`src/rtl/cordic_pkg.sv`:
```
// Shared fixed-point format, op-mode encoding and core constants for the CORDIC datapath.
package cordic_pkg;

  // Sign-magnitude operands: bit 15 sign, 7 integer bits, 8 fraction bits.
  localparam int FXP_W        = 16;
  localparam int FXP_SIGN_BIT = 15;
  localparam int FXP_INT_W    = 7;
  localparam int FXP_FRAC_W   = 8;

  localparam int CORDIC_LATENCY = 10;

  typedef logic [FXP_W-1:0] fxp_t;

  typedef enum logic {
    OP_ROTATE = 1'b0,
    OP_PHASE  = 1'b1
  } op_mode_e;

  localparam fxp_t FXP_PI      = 16'h0324;
  localparam fxp_t FXP_HALF_PI = 16'h0192;

endpackage

```
`src/rtl/cordic_result_fifo.sv`:
```
// First-word fall-through FIFO holding CORDIC responses; count is exposed for invariant checks.
module cordic_result_fifo #(
  parameter  int WIDTH = 8,
  parameter  int DEPTH = 16,
  localparam int PTR_W = (DEPTH > 1) ? $clog2(DEPTH) : 1,
  localparam int CNT_W = $clog2(DEPTH + 1)
) (
  input  logic             clock,
  input  logic             reset,
  input  logic             push_i,
  input  logic [WIDTH-1:0] push_data_i,
  input  logic             pop_i,
  output logic             valid_o,
  output logic [WIDTH-1:0] pop_data_o,
  output logic [CNT_W-1:0] count_o
);

  logic [WIDTH-1:0] mem_q [DEPTH];
  logic [PTR_W-1:0] wr_ptr_q;
  logic [PTR_W-1:0] rd_ptr_q;
  logic [CNT_W-1:0] count_q;
  logic             do_pop;
  logic             full;

  function automatic logic [PTR_W-1:0] ptr_inc(input logic [PTR_W-1:0] p);
    return (p == PTR_W'(DEPTH - 1)) ? '0 : p + PTR_W'(1);
  endfunction

  assign valid_o    = (count_q != '0);
  assign full       = (count_q == CNT_W'(DEPTH));
  assign do_pop     = pop_i && valid_o;
  assign pop_data_o = valid_o ? mem_q[rd_ptr_q] : '0;
  assign count_o    = count_q;

  // NOTE: the storage array is deliberately not reset; only pointers and count are,
  // and the valid gate on pop_data_o keeps stale words from ever being visible.
  always_ff @(posedge clock) begin
    if (push_i) mem_q[wr_ptr_q] <= push_data_i;
  end

  always_ff @(posedge clock) begin
    if (reset) begin
      wr_ptr_q <= '0;
      rd_ptr_q <= '0;
      count_q  <= '0;
    end else begin
      if (push_i) wr_ptr_q <= ptr_inc(wr_ptr_q);
      if (do_pop) rd_ptr_q <= ptr_inc(rd_ptr_q);
      case ({push_i, do_pop})
        2'b10:   count_q <= count_q + CNT_W'(1);
        2'b01:   count_q <= count_q - CNT_W'(1);
        default: count_q <= count_q;
      endcase
    end
  end

  // Upstream credit flow makes a push into a full FIFO unreachable.
  a_no_overflow: assert property (@(posedge clock) disable iff (reset) push_i |-> !full);

endmodule

```
`src/rtl/cordic_issue_ctrl.sv`:
```
// Valid/ready front end for the pipelined CORDIC core with credit-based issue and an in-order
// response FIFO. Optional saturating statistics counters: define CORDIC_ISSUE_STATS_EN.
module cordic_issue_ctrl
  import cordic_pkg::*;
#(
  parameter  int LATENCY    = CORDIC_LATENCY,
  parameter  int TAG_W      = 4,
  parameter  int FIFO_DEPTH = 16,
  localparam int CRED_W     = $clog2(FIFO_DEPTH + 1)
) (
  input  logic             clock,
  input  logic             reset,
  input  logic             req_valid,
  output logic             req_ready,
  input  logic             req_mode,
  input  logic [FXP_W-1:0] req_x,
  input  logic [FXP_W-1:0] req_y,
  input  logic [FXP_W-1:0] req_angle,
  input  logic [TAG_W-1:0] req_tag,
  output logic             cd_op_mode,
  output logic [FXP_W-1:0] cd_x,
  output logic [FXP_W-1:0] cd_y,
  output logic [FXP_W-1:0] cd_angle,
  input  logic [FXP_W-1:0] cd_res_a,
  input  logic [FXP_W-1:0] cd_res_b,
  output logic             rsp_valid,
  input  logic             rsp_ready,
  output logic             rsp_mode,
  output logic [TAG_W-1:0] rsp_tag,
  output logic [FXP_W-1:0] rsp_a,
  output logic [FXP_W-1:0] rsp_b
`ifdef CORDIC_ISSUE_STATS_EN
  ,
  output logic [15:0]      stat_issued,
  output logic [15:0]      stat_retired,
  output logic [15:0]      stat_stall
`endif
);

  typedef struct packed {
    logic             valid;
    op_mode_e         mode;
    logic [TAG_W-1:0] tag;
  } track_t;

  typedef struct packed {
    op_mode_e         mode;
    logic [TAG_W-1:0] tag;
    fxp_t             a;
    fxp_t             b;
  } rsp_t;

  logic [CRED_W-1:0] credits_q;
  logic [CRED_W-1:0] credits_d;
  track_t            track_q [LATENCY];
  track_t            tail;
  rsp_t              cap_entry;
  rsp_t              head_entry;
  logic              accept;
  logic              rsp_pop;
  logic [CRED_W-1:0] rsp_count;

  // Ready comes purely from registered credit state, so it never loops back through req_valid.
  assign req_ready = (credits_q != '0);
  assign accept    = req_valid && req_ready;
  assign rsp_pop   = rsp_valid && rsp_ready;

  // NOTE: every always_comb output gets a default first so no path can infer a latch.
  always_comb begin
    cd_op_mode = 1'b0;
    cd_x       = '0;
    cd_y       = '0;
    cd_angle   = '0;
    if (accept) begin
      cd_op_mode = req_mode;
      cd_x       = req_x;
      cd_y       = req_y;
      cd_angle   = req_angle;
    end
  end

  always_comb begin
    credits_d = credits_q;
    case ({accept, rsp_pop})
      2'b10:   credits_d = credits_q - CRED_W'(1);
      2'b01:   credits_d = credits_q + CRED_W'(1);
      default: credits_d = credits_q;
    endcase
  end

  // NOTE: combinational next-state uses blocking '=', registered state uses non-blocking '<='.
  always_ff @(posedge clock) begin
    if (reset) credits_q <= CRED_W'(FIFO_DEPTH);
    else       credits_q <= credits_d;
  end

  // Each entry mirrors one core pipeline stage; the valid bit marks slots worth capturing.
  always_ff @(posedge clock) begin
    if (reset) begin
      for (int i = 0; i < LATENCY; i++) track_q[i] <= '0;
    end else begin
      track_q[0] <= '{valid: accept, mode: op_mode_e'(req_mode), tag: req_tag};
      for (int i = 1; i < LATENCY; i++) track_q[i] <= track_q[i-1];
    end
  end

  assign tail      = track_q[LATENCY-1];
  assign cap_entry = '{mode: tail.mode, tag: tail.tag, a: cd_res_a, b: cd_res_b};

  cordic_result_fifo #(
    .WIDTH ($bits(rsp_t)),
    .DEPTH (FIFO_DEPTH)
  ) u_rsp_fifo (
    .clock       (clock),
    .reset       (reset),
    .push_i      (tail.valid),
    .push_data_i (cap_entry),
    .pop_i       (rsp_pop),
    .valid_o     (rsp_valid),
    .pop_data_o  (head_entry),
    .count_o     (rsp_count)
  );

  assign rsp_mode = head_entry.mode;
  assign rsp_tag  = head_entry.tag;
  assign rsp_a    = head_entry.a;
  assign rsp_b    = head_entry.b;

  // Buffered responses plus free credits can never exceed the FIFO size (in-flight ops fill the gap).
  a_credit_bound: assert property (@(posedge clock) disable iff (reset)
    (32'(rsp_count) + 32'(credits_q)) <= 32'(FIFO_DEPTH));

`ifdef CORDIC_ISSUE_STATS_EN
  logic [15:0] stat_issued_q;
  logic [15:0] stat_retired_q;
  logic [15:0] stat_stall_q;

  function automatic logic [15:0] sat_inc(input logic [15:0] v, input logic en);
    return (en && (v != 16'hFFFF)) ? v + 16'd1 : v;
  endfunction

  always_ff @(posedge clock) begin
    if (reset) begin
      stat_issued_q  <= '0;
      stat_retired_q <= '0;
      stat_stall_q   <= '0;
    end else begin
      stat_issued_q  <= sat_inc(stat_issued_q, accept);
      stat_retired_q <= sat_inc(stat_retired_q, rsp_pop);
      stat_stall_q   <= sat_inc(stat_stall_q, req_valid && !req_ready);
    end
  end

  assign stat_issued  = stat_issued_q;
  assign stat_retired = stat_retired_q;
  assign stat_stall   = stat_stall_q;
`endif

endmodule

```
`config.mk`:
```
export PLATFORM = sky130hd
export DESIGN_NAME = cordic_issue_ctrl
export DESIGN_NICKNAME = d
export VERILOG_FILES = /design/src/rtl/cordic_pkg.sv /design/src/rtl/cordic_result_fifo.sv /design/src/rtl/cordic_issue_ctrl.sv
export SDC_FILE = /design/constraint.sdc
export NUM_CORES = 1
export LEC_CHECK = 0
export ABC_AREA = 1
export CORE_MARGIN = 3
export CORE_UTILIZATION = 33
export CTS_BUF_LIST = sky130_fd_sc_hd__clkbuf_8
export DETAILED_ROUTE_END_ITERATION = 7
export PLACE_DENSITY = 0.58
export REMOVE_ABC_BUFFERS = 1
export SYNTH_ARGS = -nofsm -noshare
export SYNTH_HDL_FRONTEND = slang
export SYNTH_SLANG_ARGS = --single-unit
```
`constraint.sdc`:
```
create_clock -name clock -period 4.4 [get_ports clock]
set_clock_uncertainty 0.05 [all_clocks]
set_input_delay 0.44 -clock clock [delete_from_list [all_inputs] [get_ports clock]]
set_output_delay 0.44 -clock clock [all_outputs]
set_load 0.03 [all_outputs]
```
==> results_dict.tcl <==
set metrics [dict create \
    ys_seq_elements 674 \
    start_util_pct 33.5 \
    boundaryPins 177 \
    grt_max_degree 149 \
    antenna_found_initial 4 \
    drive_gt1_share_pct 7.32 \
    grt_pass1_vias 18103 \
    yosysUniqueCellTypes 22 \
    sw_frac_of_total_pct 36.0 \
    post-place-ws_ps 1010 \
    area_delta_synth_final_pct 17.9 \
    maxSlewViolCount 0 \
    fin_crit_sh_pct 91.6 \
    place_congestion 0.793 \
    ir_drop_uv 577 \
    layout_common_cells "nand2_1, edfxtp_1, nand3_1, inv_1, clkdlybuf4s50_1" \
    rows 104 \
    dr.pass1.iters 5 \
    grtUsageMet3_pct 3.54 \
    synth-warning-count 0 \
    p_sw_uw 6430 \
    worstHoldPathType "in -> reg" \
    power_frac_seq_pct 39.8 \
    antenna_left 0 \
    fillerInstances 7771 \
    drt_iter0_markers 1499 \
    fin_ws_ps 370 \
    core_area_um2 80900 \
    final_nets 2703 \
    ys_seq_area_share_pct 71.7 \
    ff_latch_area_um2 19400 \
    p_int_uw 11400 \
    tritoncts "built" \
    dpl_cell_area_um2 29900 \
    drc 0 \
    grt_pass1_wl_mm 106 \
    grt.overflow.total 0 \
    htree_levels 3 \
    die_y_um 293 \
    cp-end-kind "output pin" \
    insertion_delay_ps 700 \
    status "finished clean" \
    use_met1_pct 21.2 \
    netlist_area_um2 27100 \
    worstPathRequired_ps 3910 \
    worstMarginPinSlew_ps 1130 \
    ys_top_cells_by_area "edfxtp_1, nand2_1, nand3_1, dfxtp_1, nor2_1" \
    max_freq_mhz 248 \
    grt_usage_pct 16.1 \
    clockRootBuffer "clkbuf_8" \
    numCtsBuffers 109 \
    use_met2_pct 26.7 \
    dieWidth_um 293 \
    hold_viol 0 \
    multi_input_comb_area_um2 6430 \
    synth_top_area_cell "edfxtp_1" \
    path_max_fanout 102 \
    grt_most_used_layer "met2" \
    final_common_cell "nand2_1" \
    p_leak_uw 0.0118 \
    maxCapViolations 0 \
    die_area_um2 85600 \
    num_vias 17932 \
    cts.clk_slew.worst_paths_ps 60 \
    wirelength_mm 69.3 \
    crit_type "reg -> out" \
    p_comb_share_pct 32.0 \
    fin_area_um2 31900 \
    synth_cells 2410 \
    synth_top_area_share_pct 65.6 \
    postCtsSetupBuffers 0 \
    max-slew-margin-rel_pct 24.7 \
    via_per_inst 4.78 \
    fin_crit_ps 4030 \
    p_per_area_nw_per_um2 558 \
    cp-start-kind "flip-flop" \
    setup_viol_count_final 0 \
    place.detailed.hpwl_mm 36.3 \
    cts_sinks 674 \
    clock_path_buffers 3 \
    clockPowerShare_pct 28.1 \
    routedWlPerCell_um 18.5 \
    syn_area_per_cell_um2 11.2 \
    io_buffers 176 \
    worstPathArrival_ps 3540 \
    rsz0062_at_grt "no" \
]
-- what timing repair did --
| action | in CTS | in global routing |
|---|---|---|
| setup endpoints to repair | 0 | 2 |
| endpoints found under the hold margin | 13 | 0 |
| gates resized for setup | 0 | 2 |
| hold buffers | 1 | 0 |
-- registers in the layout, summed over array words and instances (netlist names), named ones only --
name	count
u_rsp_fifo.mem_q	592
track_q	60
credits_q	5
u_rsp_fifo.count_o	5
u_rsp_fifo.rd_ptr_q	4
u_rsp_fifo.wr_ptr_q	4
-- cell usage after synthesis --
| cell type | instances |
|---|---|
| buf_1 | 17 |
| ha_1 | 12 |
| edfxtp_1 | 592 |
| fa_1 | 1 |
| inv_1 | 134 |
| a21oi_1 | 52 |
| inv_6 | 1 |
| nand3b_1 | 1 |
| nor2_1 | 136 |
| xor2_1 | 5 |
| buf_4 | 12 |
| nand3_1 | 458 |
| dfxtp_1 | 82 |
| xnor2_1 | 3 |
| buf_6 | 26 |
| nor3_1 | 4 |
| buf_8 | 1 |
| o21ai_0 | 14 |
| inv_2 | 2 |
| buf_2 | 60 |
| clkbuf_1 | 22 |
| nand2_1 | 775 |
-- worst max-delay path, stage by stage, from the launching register on --
cell             delay, ps
dfxtp_4                460
clkinv_8               400
buf_12                 370
nand2_1                100
nand3_1                 80
nand3_1                 80
nand2_1                 90
nand2_1                 50
a21oi_1                390
clkdlybuf4s50_1        770
-- final timing paths --
kind,from,to,slack (ps),cells after the start
max,flip-flop,rsp_b[7],370,9
min,req_tag[3],track_q[0][3],200,3
max reg2reg,credits_q[4],credits_q[4],1540,11
min reg2reg,track_q[0][1],track_q[1][1],350,2
-- layer usage --
| metal | vias to the layer above | share of wire [%] |
|---|---|---|
| li1 | 8581 | - |
| met1 | 8603 | 44 |
| met2 | 613 | 47 |
| met3 | 129 | 6.6 |
| met4 | 6 | 2.2 |
| met5 | - | 0.049 |
-- logic make-up (layout without fill, tap and decap cells) --
kind of cell / after synthesis / in the layout / synth area share [%]
AO/OA/AOI/OAI: 66 / 66 / 1.22
XOR/XNOR: 8 / 8 / 0.259
adder cells (fa/ha/maj): 13 / 13 / 0.628
buffers and inverters: 275 / 557 / 5.03
flip-flops: 674 / 674 / 71.7
other: 0 / 1 / 0
AND/OR/NAND/NOR: 1374 / 1374 / 21.2
-- layout make-up --
type	count	area share, %
clock inverters	88	1.45
inverters	137	1.66
diodes	1	0.00783
multi-input cells	1461	20.1
well taps	1060	4.15
repair buffers	218	6.86
flip-flops and latches	674	60.8
clock buffers	114	4.91
-- stage by stage --
step	hold WS, ps	util [%]	total power (µW)	std cells	TNS [ps]
final	199	39.5	17800	3753	0
after global routing	159	39.5	18900	3752	0
after CTS	129	39.4	18100	3752	0
after detailed placement	342	36.9	13000	3549	0
after global placement	339	36.9	12900	3549	0
after floorplan	338	-	11000	2272	-161530
-- power groups by stage --
| stage | sequential [µW] | combinational, µW | clock, µW |
|---|---|---|---|
| final | 7110 | 5710 | 5020 |
| after global routing | 7110 | 6330 | 5460 |
| after CTS | 7100 | 5810 | 5180 |
| after detailed placement | 7230 | 5790 | 0 |
| after global placement | 7230 | 5680 | 0 |
| after floorplan | 7500 | 3520 | 0 |
Power figures use the tool's default switching activity.
